<file path="src/rtl/synth_dac_tx.sv">
// I2S transmitter for the synth's mono audio word: same sample on both channels, with a
// per-frame soft mute/unmute gain ramp and coarse volume shift. Codec supplies DACLRCK.
module synth_dac_tx #(
    parameter int DATA_W   = 16,
    parameter int VOL_W    = 3,
    parameter int GAIN_MAX = 16
) (
    input  logic                        i_clk,
    input  logic                        i_rst_n,
    input  logic                        i_daclrck,
    input  logic [DATA_W-1:0]           i_sample,
    input  logic                        i_en,
    input  logic                        i_mute,
    input  logic [VOL_W-1:0]            i_vol,
    output logic                        o_dacdat,
    output logic                        o_frame,
    output logic [$clog2(GAIN_MAX):0]   o_gain
);

    localparam int GAIN_W  = $clog2(GAIN_MAX) + 1;
    localparam int GAIN_SH = $clog2(GAIN_MAX);
    localparam int PROD_W  = DATA_W + GAIN_W + 1;
    localparam int CNT_W   = $clog2(DATA_W + 1);

    typedef enum logic [1:0] {StIdle, StSend, StPad} state_e;

    state_e              state_q;
    logic                lrck_q;
    logic [CNT_W-1:0]    cnt_q;
    logic [DATA_W-1:0]   shift_q;
    logic [DATA_W-1:0]   held_q;

    logic                left_edge;
    logic                right_edge;
    logic                load_l;
    logic                load_r;
    logic signed [PROD_W-1:0] samp_ext;
    logic signed [PROD_W-1:0] gain_ext;
    logic signed [PROD_W-1:0] prod;
    logic [DATA_W-1:0]   word;
    logic [GAIN_W-1:0]   gain_next;

    assign left_edge  = lrck_q & ~i_daclrck;
    assign right_edge = ~lrck_q & i_daclrck;

    // A left edge starts a frame from any state; a right edge only replays an active frame.
    assign load_l = i_en & left_edge;
    assign load_r = i_en & right_edge & (state_q != StIdle);

    // Volume shift and gain scaling done at full product width so nothing overflows.
    assign samp_ext = $signed({{(PROD_W-DATA_W){i_sample[DATA_W-1]}}, i_sample}) >>> i_vol;
    assign gain_ext = $signed({{(PROD_W-GAIN_W){1'b0}}, o_gain});
    assign prod     = samp_ext * gain_ext;
    assign word     = DATA_W'(prod >>> GAIN_SH);

    always_comb begin
        gain_next = o_gain;
        if (i_mute) begin
            if (o_gain != '0) gain_next = o_gain - 1'b1;
        end else begin
            if (o_gain != GAIN_W'(GAIN_MAX)) gain_next = o_gain + 1'b1;
        end
    end

    always_ff @(posedge i_clk or negedge i_rst_n) begin
        if (!i_rst_n) begin
            state_q  <= StIdle;
            lrck_q   <= 1'b0;
            cnt_q    <= '0;
            shift_q  <= '0;
            held_q   <= '0;
            o_dacdat <= 1'b0;
            o_frame  <= 1'b0;
            o_gain   <= '0;
        end else begin
            lrck_q  <= i_daclrck;
            o_frame <= 1'b0;
            if (load_l) begin
                // MSB goes out the cycle after edge detection (I2S one-bit delay).
                o_dacdat <= word[DATA_W-1];
                shift_q  <= {word[DATA_W-2:0], 1'b0};
                held_q   <= word;
                cnt_q    <= CNT_W'(DATA_W - 1);
                o_frame  <= 1'b1;
                o_gain   <= gain_next;
                state_q  <= StSend;
            end else if (load_r) begin
                o_dacdat <= held_q[DATA_W-1];
                shift_q  <= {held_q[DATA_W-2:0], 1'b0};
                cnt_q    <= CNT_W'(DATA_W - 1);
                state_q  <= StSend;
            end else if (state_q == StSend && cnt_q != '0) begin
                o_dacdat <= shift_q[DATA_W-1];
                shift_q  <= {shift_q[DATA_W-2:0], 1'b0};
                cnt_q    <= cnt_q - 1'b1;
            end else if (state_q == StSend) begin
                o_dacdat <= 1'b0;
                state_q  <= i_en ? StPad : StIdle;
            end else begin
                o_dacdat <= 1'b0;
                if (state_q == StPad && !i_en) state_q <= StIdle;
            end
        end
    end

endmodule

</file>
<file path="config.mk">
export PLATFORM = sky130hd
export DESIGN_NAME = synth_dac_tx
export DESIGN_NICKNAME = d
export VERILOG_FILES = /design/src/rtl/synth_dac_tx.sv
export SDC_FILE = /design/constraint.sdc
export NUM_CORES = 1
export LEC_CHECK = 0
export ABC_AREA = 1
export CAP_MARGIN = 20
export CORE_MARGIN = 2
export CORE_UTILIZATION = 40
export DETAILED_ROUTE_END_ITERATION = 7
export SYNTH_ARGS = -nofsm -noshare
export SYNTH_HDL_FRONTEND = slang
export SYNTH_SLANG_ARGS = --single-unit
</file>
<file path="constraint.sdc">
create_clock -name i_clk -period 5.13 [get_ports i_clk]
set_clock_uncertainty 0.15 [all_clocks]
set_input_delay 0.513 -clock i_clk [delete_from_list [all_inputs] [get_ports i_clk]]
set_output_delay 0.513 -clock i_clk [all_outputs]
set_load 0.01 [all_outputs]
</file>
After elaboration in Yosys (flattened, before gate mapping)
Index checks and enable logic that the tools add are counted.

word-level totals
  register bits = 47
  output and inout bits = 7

operators by class
  reductions and logical operators = 11
  equal/unequal tests = 5
  mux-type cells = 19
  bitwise gates (word level) = 7
  shift operators = 1
  multiply operators = 1
  $add $sub $neg = 3

operator list
  cell                                                   number
  two-way mux 16 bit                                     3
  two-way mux 5 bit                                      6
  multiplier 22 x 6 -> 20 bit                            1
  >>> shifter 16 x 3 -> 22 bit                           1
  two-way mux 2 bit                                      6
  nonzero test 5 bit                                     2
  subtractor 5 x 1 -> 5 bit, second input constant       2
  adder 5 x 1 -> 5 bit, second input constant            1
  AND 1 bit                                              5
  inequality test 5 bit, second input constant           1
  two-way mux 1 bit                                      4
  nonzero test 2 bit                                     2
  nonzero test 4 bit                                     1
  inequality test 3 bit, second input constant           1
  AND reduction 3 bit                                    1
  nonzero test 3 bit                                     1
  == test 2 x 1 -> 1 bit, second input constant          1
  == test 2 bit, second input constant                   1
  logical AND 1 bit                                      2
  inequality test 2 x 1 -> 1 bit, second input constant  1
  NOT 1 bit                                              2
  AND reduction 2 bit                                    1
  logical NOT 1 bit                                      1

Depth between registers and ports, before layout
Gate-level depths: netlist (run 1).

  word-level depth = 7
  mapped depth = 27
  mapped depth without buffers = 25

Worst setup path after synthesis (run 1)
Ideal clock, no wire load.

  path kind = input-to-reg
  from = in i_vol[0]
  to = reg shift_q[15]
  slack = 0.323 ns
  stages on the path = 23
  data arrival time = 4.584 ns
  buffers on the path = 2
  required time = 4.907 ns
  path through = buf_6 -> buf_6 -> o21ai_0 -> o21ai_0 -> nand2_1 -> o21ai_0 -> or2_2 -> fa_1 -> inv_1 -> fa_1 -> inv_1 -> fa_1 -> inv_1 -> ha_1 -> nand2_1 -> inv_1 -> a21boi_0 -> o22ai_1 -> nor2_1 -> nand2_1 -> nand2_1 -> nand3_2 -> a21oi_2

between the ends
  word-level cells in the longest chain between the ends = 3

ends and longest elaborated chain
  item                          line  RTL
  start: declaration            14    input logic [VOL_W-1:0] i_vol,
  >>> shifter 16 x 3 -> 22 bit  51    assign samp_ext = $signed({{(PROD_W-DATA_W){i_sample[DATA_W-1]}}, i_sample}) >>> i_vol;
  multiplier 22 x 6 -> 20 bit   53    assign prod = samp_ext * gain_ext;
  two-way mux 16 bit            78    if (load_l) begin
  end signal: assignment        81    shift_q <= {word[DATA_W-2:0], 1'b0};
  end signal: assignment        89    shift_q <= {held_q[DATA_W-2:0], 1'b0};
  end signal: assignment        94    shift_q <= {shift_q[DATA_W-2:0], 1'b0};
  end: declaration              30    logic [DATA_W-1:0] shift_q;

No other way between the ends.
A chain may end at the register's enable or synchronous reset.

Worst setup path after layout (run 1)
  from = in i_vol[1]
  to = reg shift_q[15]

Same word-level chain as after synthesis.

==> results of run 1 <==
-- final cells by class --
type,instances,area share
tap,176,0.0338
inverter,135,0.0785
clock buffer,7,0.0234
clock inverter,1,0.00134
timing repair buffer,100,0.135
sequential,46,0.177
multi-input combinational,518,0.551
-- worst min-delay path, cell delays in order (launching register included) --
cell and delay [ns]:
dfrtp_1 0.32, nand2_1 0.06, nand2_1 0.06
-- flip-flops by register name, indices dropped and copies added, names as in the netlist --
name,flops
held_q,16
shift_q,15
cnt_q,5
o_gain,5
state_q,2
lrck_q,1
o_dacdat,1
o_frame,1
-- stage by stage --
stage	cells	hold slack, ns	setup slack, ns	cell area, µm²	util
finish	983	0.322	0.325	6520	0.498
global route	983	0.351	0.0385	6520	0.498
CTS	978	0.293	0.0208	6380	0.487
detailed placement	970	0.312	-0.268	6210	0.475
global placement	970	0.309	-0.219	6210	0.475
floorplan	721	0.0674	0.323	5290	-
-- cells by family after synthesis --
kind of cell | after synthesis
and+or+nand+nor | 298
AOI/OAI and AO/OA | 123
adders and majority gates | 85
xor gates and xnor gates | 10
buffers and inverters | 157
muxes | 2
DFF | 46
-- synth_stat cells, types with 7 or more instances --
library cell and instances:
a21oi_1 45, a31oi_1 11, clkbuf_1 13, dfrtp_1 46, fa_1 47, ha_1 38, inv_1 129, nand2_1 120
nand2_2 14, nand3_1 29, nand3_2 10, nor2_1 103, o21ai_0 52, or2_2 8, xor2_1 7
-- worst paths after layout --
check | slack (ns) | start | end
setup / recovery | 0.33 | i_vol[1] | shift_q[15]
hold / removal | 0.32 | held_q[4] | held_q[4]
setup reg to reg | 0.68 | o_gain[1] | held_q[12]
hold reg to reg | 0.32 | held_q[4] | held_q[4]
max in group asynchronous | 3.90 | i_rst_n | held_q[9]
min in group asynchronous | 0.46 | i_rst_n | held_q[3]
-- per-layer routing --
layer,part of all wire,global-route usage
met5,0,0
met4,0.0057,0.0260
met3,0.021,0.0101
met2,0.48,0.304
met1,0.49,0.230
-- timing repair --
| item | 4_1_cts | 5_1_grt |
|---|---|---|
| gates resized for setup | 0 | 34 |
| hold endpoints to repair | 0 | 8 |
| hold buffers | 0 | 1 |
| buffers inserted | 0 | 2 |
| setup endpoints to repair | 0 | 25 |
==> results.cfg, run 1 <==
[floorplanning]
fp.dieH_um = 119
initial_core_util = 0.405
core_region_area_um2 = 13100
die_w_um = 119
io_pins = 31
dieArea_um2 = 14200
fp-row-count = 42

[timing]
hold_violations = 0
rsz0062_at_grt = no
max_clock_freq_mhz = 208
timing.final.max_slew_violations = 0
fin_crit_ns = 4.80
setup_viol = 0
slew_headroom = 0.479
finalSetupTns_ns = 0
tightest_slew_ns = 0.777
fin_crit_sh = 0.937

[synth]
synth_edf_count = 0
syn-num-nets = 830
ys_ff_latch = 46
yosys-top-cells-area = dfrtp_1 22%, fa_1 18%, inv_1 9.1%
synth_seq_area_share = 0.217
synth_fa_ha_area_frac = 0.268
yosysUniqueCellTypes = 40
synthSimpleGateAreaFrac = 0.249
synth_top_family_by_area = adder cells
synth-compound-area-share = 0.127
syn_avg_cell_area_um2 = 7.34
synth_top_area_cell = dfrtp_1
synth-main-ff-cell = dfrtp_1
synthCells = 721
synthArstFlopShare = 1.00
synth_mux_area_frac = 0.00378
synth_xor_area_frac = 0.0165
syn_area_um2 = 5290
synth.top_cell.area_share = 0.217
ys_warn_count = 0

[clocking]
numCtsBuffers = 5
cts_sinks = 46
cts_tree = done
cts_buffer_depth = 2
path_clk_slew_ns = 0.06
htreeDepth = 2
clk-insertion-delay-late_ns = 0.29
cts_root_buf = clkbuf_16

[critical_path]
worst-setup-path-type = in2reg
cp-end-kind = flip-flop
crit_required_ns = 5.20
cp.depth = 23
critPathMaxStageDelay_ns = 0.54
cp-start-kind = input pin
critical_path_arrival_ns = 4.87
crit_chain = clkdlybuf4s50_1 > buf_12 > nand2_1 > o21ai_1 > a21oi_1 > or2_2 > fa_1 > inv_1 > fa_1 > inv_1 > fa_1 > inv_1 > ha_1 > buf_4 > nand2_1 > inv_1 > nand3_1 > o22ai_1 > nor2_1 > nand2_1 > nand2_1 > nand3_2 > a21oi_2
critPathMaxFanout = 14
r2r_cells = 17
cp_top_family = adder cells
timing.critical_path.buf_inv = 7
crit_slowest_cell = clkdlybuf4s50_1

[finish]
nets = 915
layout_common_cells = 129 x inv_1, 119 x nand2_1, 101 x nor2_1
fillCellCount = 1279
final_common_cell = inv_1
antenna_cells = 0
drive_above_1_share = 0.176
area_growth_pct = 23.2
multi_input_area_um2 = 3600
regArea_um2 = 1150

[detailed_routing]
drt-pass1-iter-count = 4
wirelength_um = 11600
dr_total_vias = 4650
drt_iter0_drc = 195
vias_per_cell = 4.73
postRouteAntennaNets = 0
drcViolationCount = 0
detail_route.wl_per_cell_um = 11.8

[global_route]
grt-ovfl-total = 0
track_usage = 0.169
grt_pass1_wl_um = 20500
grt_pass1_vias = 4648
grt_max_degree = 47
antenna_found_initial = 0

[run_status]
outcome = finished clean

[placement]
port_buffers = 30
hpwl_um = 9480
routabilityCongestion = 0.865

[job]
cap_violations = 0

[hold_path]
hold_depth = 2
min_path_type = reg2reg
Power of run 1 is not shown: default switching activity piles up to over one toggle a cycle in this logic, so the estimate is an artifact.
==> run 2: changes to the inputs <==
--- a/config.mk
+++ b/config.mk
@@ -6,6 +6,7 @@
 export NUM_CORES = 1
 export LEC_CHECK = 0
 export ABC_AREA = 1
+export ABC_CLOCK_PERIOD_IN_PS = 5130
 export CAP_MARGIN = 20
 export CORE_MARGIN = 2
 export CORE_UTILIZATION = 40
==> results of run 2 <==
Final layout, timing and power as in run 1 (identical DEF).
Power of run 2 is left out for the same reason.
==> run 3: changes to the inputs <==
--- a/config.mk
+++ b/config.mk
@@ -6,11 +6,12 @@
 export NUM_CORES = 1
 export LEC_CHECK = 0
 export ABC_AREA = 1
-export ABC_CLOCK_PERIOD_IN_PS = 5130
+export ABC_CLOCK_PERIOD_IN_PS = 5450
 export CAP_MARGIN = 20
 export CORE_MARGIN = 2
 export CORE_UTILIZATION = 40
 export DETAILED_ROUTE_END_ITERATION = 7
+export PLACE_DENSITY = 0.64
 export SYNTH_ARGS = -nofsm -noshare
 export SYNTH_HDL_FRONTEND = slang
 export SYNTH_SLANG_ARGS = --single-unit
==> constraint.sdc (replaced) <==
create_clock -name i_clk -period 5.45 [get_ports i_clk]
set_clock_uncertainty 0.15 [all_clocks]
set_input_delay 0.545 -clock i_clk [delete_from_list [all_inputs] [get_ports i_clk]]
set_output_delay 0.545 -clock i_clk [all_outputs]
set_load 0.01 [all_outputs]
==> run 3 against run 2 <==
Effect of this change: the flow now finishes with violations (hold timing); cell count fell by 4.1%; non-clock buffer count decreased by 40; first-iteration DRC count is 70% higher; die area unchanged; critical path depth up 1; global-route usage is 0.22 points lower; count of clock-buffer cells in the layout down 2; wire length is 3.4% lower; register-to-register slack improved by 0.22 ns; worst setup slack better by 0.0042 ns; sequential share of layout area up 1.1 points; critical path type unchanged; critical endpoint is now shift_q[14].
==> results.cfg, run 3 (same netlist as run 1, synthesis figures left out) <==
[timing]
rsz0062_at_grt = yes
max_clock_freq_mhz = 195
timing.final.max_slew_violations = 0
tightest_slew_ns = 0.872
hold_violations = 11
setup_slack_ns = 0.329
fin_crit_sh = 0.940
slew_headroom = 0.416
setup_viol = 0
fin_crit_ns = 5.12
whs_ns = -0.00726

[clocking]
numCtsBuffers = 5
path_clk_slew_ns = 0.06
cts_tree = done
cts_buffer_depth = 2
cts_sinks = 46
htreeDepth = 2
clk-insertion-delay-late_ns = 0.28
cts_root_buf = clkbuf_16

[placement]
placed_cell_area_um2 = 5930
hpwl_um = 8970
pre_cts_ws_ns = -0.148
routabilityCongestion = 0.798
placed_cells = 934
port_buffers = 30

[floorplanning]
dieArea_um2 = 14200
io_pins = 31
fp-row-count = 42
die_w_um = 119
core_region_area_um2 = 13100
fp.dieH_um = 119
initial_core_util = 0.405

[job]
cap_violations = 0

[critical_path]
timing.critical_path.buf_inv = 6
crit_required_ns = 5.51
ff2ff_setup_slack_ns = 0.90
critPathMaxStageDelay_ns = 0.53
worst-setup-path-type = in2reg
crit_top_cell = inv_1
critPathMaxFanout = 16
cp-start-kind = input pin
crit_chain = clkdlybuf4s50_1 > buf_12 > nand2_1 > o21ai_1 > o21ai_1 > nand2_1 > o21ai_0 > or2_2 > fa_1 > inv_1 > fa_1 > inv_1 > fa_1 > inv_1 > ha_1 > a21oi_2 > inv_1 > a21oi_2 > nand3_1 > nand3_1 > nand2_1 > a21oi_1 > o21ai_1 > a31oi_1
crit_slowest_cell = fa_1
cp-end-kind = flip-flop
cp_top_family = adder cells
critical_path_arrival_ns = 5.18

[finish]
layout_common_cells = 129 x inv_1, 120 x nand2_1, 103 x nor2_1
largest_register_ffs = 16
instances_no_fill = 943
design_area_um2 = 6140
final_common_cell = inv_1
regMostFlops = held_q
antenna_cells = 0
fillCellCount = 1328
area_growth_pct = 16.0
top_regs = held_q x16, shift_q x15
drive_above_1_share = 0.119
nets = 875

[detailed_routing]
drt-pass1-iter-count = 4
detail_route.wl_per_cell_um = 11.9
postRouteAntennaNets = 0
drcViolationCount = 0
drt_iter0_drc = 332
dr_total_vias = 4467
wirelength_um = 11200
vias_per_cell = 4.74

[global_route]
grt_max_degree = 47
track_usage = 0.167
grt-ovfl-total = 0
antenna_found_initial = 0
grt_pass1_wl_um = 20100
grt_pass1_vias = 4458

[run_status]
violations = hold timing
outcome = complete, but fails checks

[hold_path]
min_path_type = in2async
run 3: cell count changes in the layout (fill, tap and decap cells not counted), sizes merged:
cell and delta:
dlymetal6s2s -1, dlygate4sd3 -1, clkbuf -3, clkdlybuf4s50 +1, clkinvlp +2, buf -38
clkinv -1, bufinv +1
run 3: repair_timing:
| action | in CTS | in global routing |
|---|---|---|
| setup endpoints to repair | 0 | 16 |
| hold buffers | 0 | 0 |
| resized for setup | 0 | 13 |
| setup buffers | 0 | 0 |
run 3: cell type report:
type	count	area, µm²	area share
multi-input combinational	518	3540	0.577
sequential	46	1150	0.187
timing repair buffer	60	546	0.0888
inverter	135	512	0.0833
tap	176	220	0.0359
clock buffer	5	125	0.0204
clock inverter	3	45.0	0.00733
run 3: through the flow:
stage	util	setup TNS, ns	hold WS (ns)
finish	0.469	0	-0.00726
global route	0.469	-0.0168	0.00615
CTS	0.466	0	0.325
detailed placement	0.453	-0.499	0.312
global placement	0.453	-0.203	0.310
floorplan	-	0	0.0994
run 3: worst paths after layout:
path | from | end | cells past startpoint
worst max-delay path | i_vol[0] | shift_q[14] | 24
worst min-delay path | i_rst_n | held_q[4] | 1
worst max register to register | o_gain[1] | shift_q[14] | 18
worst min register to register | held_q[9] | held_q[9] | 2
max in group asynchronous | i_rst_n | cnt_q[0] | 2
min in group i_clk | held_q[9] | held_q[9] | 2
run 3: routing by layer:
metal  track usage  up-vias  part of all wire
li1              -     2346                 -
met1         0.238     2047              0.50
met2         0.287       66              0.47
met3        0.0115        8             0.021
met4        0.0246        0            0.0065
met5             0        -                 0
Power of run 3 is left out for the same reason.
==> RTL edit 1, RTL diff (settings of run 2) <==
Put one more register stage on the output `o_gain`. The value now appears one clock later. The other outputs are not delayed to match.
--- a/src/rtl/synth_dac_tx.sv
+++ b/src/rtl/synth_dac_tx.sv
@@ -24,6 +24,8 @@
 
     typedef enum logic [1:0] {StIdle, StSend, StPad} state_e;
 
+    logic [$clog2(GAIN_MAX):0] o_gain_s0;
+
     state_e              state_q;
     logic                lrck_q;
     logic [CNT_W-1:0]    cnt_q;
@@ -49,16 +51,16 @@
 
     // Volume shift and gain scaling done at full product width so nothing overflows.
     assign samp_ext = $signed({{(PROD_W-DATA_W){i_sample[DATA_W-1]}}, i_sample}) >>> i_vol;
-    assign gain_ext = $signed({{(PROD_W-GAIN_W){1'b0}}, o_gain});
+    assign gain_ext = $signed({{(PROD_W-GAIN_W){1'b0}}, o_gain_s0});
     assign prod     = samp_ext * gain_ext;
     assign word     = DATA_W'(prod >>> GAIN_SH);
 
     always_comb begin
-        gain_next = o_gain;
+        gain_next = o_gain_s0;
         if (i_mute) begin
-            if (o_gain != '0) gain_next = o_gain - 1'b1;
+            if (o_gain_s0 != '0) gain_next = o_gain_s0 - 1'b1;
         end else begin
-            if (o_gain != GAIN_W'(GAIN_MAX)) gain_next = o_gain + 1'b1;
+            if (o_gain_s0 != GAIN_W'(GAIN_MAX)) gain_next = o_gain_s0 + 1'b1;
         end
     end
 
@@ -71,7 +73,7 @@
             held_q   <= '0;
             o_dacdat <= 1'b0;
             o_frame  <= 1'b0;
-            o_gain   <= '0;
+            o_gain_s0 <= '0;
         end else begin
             lrck_q  <= i_daclrck;
             o_frame <= 1'b0;
@@ -82,7 +84,7 @@
                 held_q   <= word;
                 cnt_q    <= CNT_W'(DATA_W - 1);
                 o_frame  <= 1'b1;
-                o_gain   <= gain_next;
+                o_gain_s0 <= gain_next;
                 state_q  <= StSend;
             end else if (load_r) begin
                 o_dacdat <= held_q[DATA_W-1];
@@ -103,5 +105,9 @@
         end
     end
 
+    always_ff @(posedge i_clk) begin
+        o_gain <= o_gain_s0;
+    end
+
 endmodule
 
Function: changed (a bounded check fails within 4 cycles, from zero or initial values and one cycle with i_rst_n low).
==> RTL edit 1 against run 2 <==
  * Area after synthesis grew 1.8%
  * Die area increased by 1.8%
  * Wire length up 4.5%
  * Sequential cell count grew 5
  * Synthesized cell count down 0.69%
  * Worst setup slack lost 0.078 ns
  * Count of clock-buffer cells in the layout unchanged
  * Worst hold slack got worse by 0.030 ns
  * Non-clock buffer count increased by 4
  * Cell area is 2.6% higher
Power is not shown: default switching activity piles up to over one toggle a cycle in this logic, so the estimate is an artifact.
==> RTL edit 1: results (changes against run 2) <==
M1 WL=5.65 mm (-0.69%); Post-Synth Adder-Cell Area=26.3% (-0.48 points); met2 Resource Use GR=30.6% (+0.22 points); worst hold stages=0 (-2); comb_multi_in=513 (-0.97%); clock buf count=7 (unchanged); RR Endpoint=shift_q[8]$_DFFE_PN0P_; RR Startpoint=o_gain_s0[1]$_DFFE_PN0P_; Signal inverters=130 (-3.7%); vias in the first global route=4796 (+3.2%); NonClk Buf Share=13.4% (-0.074 points); Clock buffers and inverters, area share=2.26% (-0.21 points); metal2 WL=5.97 mm (+6.7%); Synth Area in Compound Gates=13.9% (+1.2 points); Mapped Nets=825 (-0.60%); multiplexer share of the synthesized area=0.371% (-0.0068 points); Synth Area in XOR/XNOR=1.79% (+0.13 points); number of antenna diodes=0 (unchanged); Sequential Area=1250 um2 (+8.7%); final layout net count=914 (-0.11%); 1st-iter DRT viols=281 (+44%); GP Congestion=0.892 (+3.1%); largest cells by area after synthesis=dfrtp_1 21%, fa_1 17%, ha_1 8.8%; met3 Use GR=1.24% (+0.23 points); Data arrival, critical path=4.88 ns (about the same); Global Route Usage Sum=17.6% (+0.66 points); worst r2r path cells=16 (-1); ys async rst share=90.2% (-9.8 points); DR WL met3=308 um (+24%); nonclk buf count=104 (+4.0%); Slowest-stage cell, CP=fa_1; final wirelength=12.1 mm (+4.5%); R2R setup slack=0.61 ns (-0.07 ns); GR Util met1=23.8% (+0.79 points); first-pass GRT wire length=21.4 mm (+4.3%); CTS sink cnt=51 (+11%); crit path max fanout=9 (-5); CTS resizes=4 (+4); hold endpoint=o_gain[4]$_DFF_P_; status=finished clean; delay of the slowest critical-path stage=0.58 ns (+0.04 ns); TritonRoute pass-1 iters=5 (+1); via-per-instance ratio=4.87 (+3.0%); slew margin rel.=42.9% (-5.0 points); DPL Wire Length=9.69 mm (+2.2%); commonest cells in the netlist=123 x inv_1, 112 x nand2_1, 100 x nor2_1, 55 x o21ai_0, 47 x fa_1; share of layout cells above drive strength 1=19.6% (+2.0 points); sequential cell area fraction in the yosys report=23.2% (+1.5 points); Netlist cell types=43 (+7.5%); HP Start=o_gain_s0[4]$_DFFE_PN0P_; area occupied by multi-input gates=3670 um2 (+2.2%); hold slack=0.292 ns (-0.0301 ns); # fillers=1247 (-2.5%)
==> RTL edit 1: changes by cell type after synthesis, moves of 2 or more <==
cell and change:
nand2_2 -2, o21ai_0 +3, nor4_1 -3, nor2_1 -3, a21o_1 +3, dfxtp_1 +5, inv_1 -6, nand3_2 -4
nand2_1 -8, o21ai_1 +4, a31oi_1 +5
==> RTL edit 1: worst register-to-register path, delay by kind of cell, from the launching register on <==
kind                       cells  cell delay (ns)
adders and majority gates      4             1.84
buffers and inverters          5             0.67
and+or+nand+nor                3             0.58
DFF                            1             0.51
AOI/OAI and AO/OA              4             0.63
==> RTL edit 1: per-stage QoR <==
step	area, um2	setup WS, ns	cells
2_1_floorplan	5390	0.385	716
3_3_place_gp	6310	-0.284	969
3_5_place_dp	6310	-0.383	969
4_1_cts	6470	0.0130	977
5_1_grt	6690	-0.00731	982
6_report	6690	0.248	982
==> RTL edit 2, RTL diff (config.mk and constraints of run 2) <==
Made on the original files. `GAIN_MAX`: 16 -> 32.
--- a/src/rtl/synth_dac_tx.sv
+++ b/src/rtl/synth_dac_tx.sv
@@ -3,7 +3,7 @@
 module synth_dac_tx #(
     parameter int DATA_W   = 16,
     parameter int VOL_W    = 3,
-    parameter int GAIN_MAX = 16
+    parameter int GAIN_MAX = 32
 ) (
     input  logic                        i_clk,
     input  logic                        i_rst_n,
Interface: changed (resized o_gain); port bits go from 31 to 32. The function was not compared with the original's and may differ.
==> RTL edit 2 against run 2 <==
  * Critical path depth up 1
  * Maximum frequency down 4.7%
  * Global-route usage up 2.1 points
  * Cell area up 33%
  * Area after synthesis up 16%
  * Worst setup slack worse by 0.24 ns
  * Wire length up 36%
  * Utilization up 7.5 points
  * Sequential cell count up 1
  * Critical path type unchanged
  * Critical endpoint is now shift_q[11]$_DFFE_PN0P_
  * Largest cell class unchanged
Power is not shown: default switching activity piles up to over one toggle a cycle in this logic, so the estimate is an artifact.
==> RTL edit 2: results (changes against run 2) <==
status=finished clean; sequential cell area fraction in the yosys report=19.2% (-2.5 points); metal2 WL=7.77 mm (+39%); vias in the first global route=5746 (+24%); Data arrival, critical path=5.09 ns (+0.22 ns); Synth Area in XOR/XNOR=2.15% (+0.49 points); cells after synthesis=820 (+14%); GR Util met1=26.5% (+3.5 points); Netlist cell types=43 (+7.5%); placed insts=1137 (+17%); largest net degree at the start of global routing=48 (+2.1%); met3 Use GR=1.38% (+0.37 points); RR Startpoint=o_gain[3]$_DFFE_PN0P_; R2R setup slack=0.42 ns (-0.26 ns); met2 Resource Use GR=33.2% (+2.8 points); Global Route Usage Sum=19.1% (+2.1 points); hold endpoint=held_q[12]$_DFFE_PN0P_; GP Congestion=0.857 (-0.98%); Cell Area, Placed=7480 um2 (+20%); delay of the slowest critical-path stage=0.58 ns (+0.04 ns); Yosys Warn Count=0 (unchanged); DR WL met3=332 um (+34%); Mapped Nets=951 (+15%); Post-Synth Adder-Cell Area=29.5% (+2.7 points); worst r2r path cells=18 (+1); worst setup path startpoint=i_sample[9]; TritonRoute pass-1 iters=5 (+1); CTS root buffer=clkbuf_16; setup slack at placement=-0.822 ns (-0.554 ns); Finished Layout Cells=1176 (+20%); share of layout cells above drive strength 1=36.3% (+19 points); first-pass GRT wire length=26.1 mm (+27%); crit path max fanout=4 (-10); 1st-iter DRT viols=234 (+20%); M1 WL=7.52 mm (+32%); wire per inst=13.5 um (+14%); Slowest-stage cell, CP=fa_1; initial antenna violation count=0 (unchanged); DPL Wire Length=11.8 mm (+24%); number of buffers added on ports=31 (+3.3%); Crit path max-delay family=adder cells; H-tree Lvls=2 (unchanged); largest cells by area after synthesis=fa_1 20%, dfrtp_1 19%, ha_1 9.2%; slew margin rel.=56.8% (+8.9 points); Hold Path Class=reg2reg; worst hold stages=2 (unchanged); HP Start=held_q[12]$_DFFE_PN0P_; via-per-instance ratio=4.89 (+3.3%); hold slack=0.330 ns (+0.00738 ns); Top Registers=held_q (16), shift_q (15), o_gain (6); Synth Area in Compound Gates=11.8% (-0.91 points); multiplexer share of the synthesized area=0.164% (-0.21 points); commonest cells in the netlist=140 x inv_1, 134 x nor2_1, 125 x nand2_1, 62 x fa_1, 52 x a21oi_1; RR Endpoint=shift_q[11]$_DFFE_PN0P_; Clock Pin Slew Worst Setup and Hold Paths=0.06 ns (about the same)
==> RTL edit 2: changes by cell type after synthesis, moves of 5 or more <==
cell / run 2 / this run
inv_1: 129 / 140
nand2_1: 120 / 125
a21oi_1: 45 / 52
nand2_4: 2 / 8
nor2_1: 103 / 134
fa_1: 47 / 62
ha_1: 38 / 45
==> RTL edit 2: timing repair <==
| item | in CTS | in global routing |
|---|---|---|
| pin swaps | 48 | 94 |
| endpoints found under the hold margin | 0 | 6 |
| cloned | 1 | 1 |
| gates resized for setup | 101 | 139 |
| endpoints found under the setup margin | 29 | 28 |
| hold buffers | 0 | 1 |
| buffers inserted | 14 | 15 |
==> RTL edit 2: area by class of cell <==
| cell class | instances | area (um2) |
|---|---|---|
| repair buffers | 183 | 1510 |
| clock inverters | 1 | 7.51 |
| inverters | 146 | 568 |
| fillers | 1372 | 6430 |
| clock buffers | 7 | 153 |
| well taps | 188 | 235 |
| flip-flops and latches | 47 | 1180 |
| multi-input cells | 604 | 5010 |
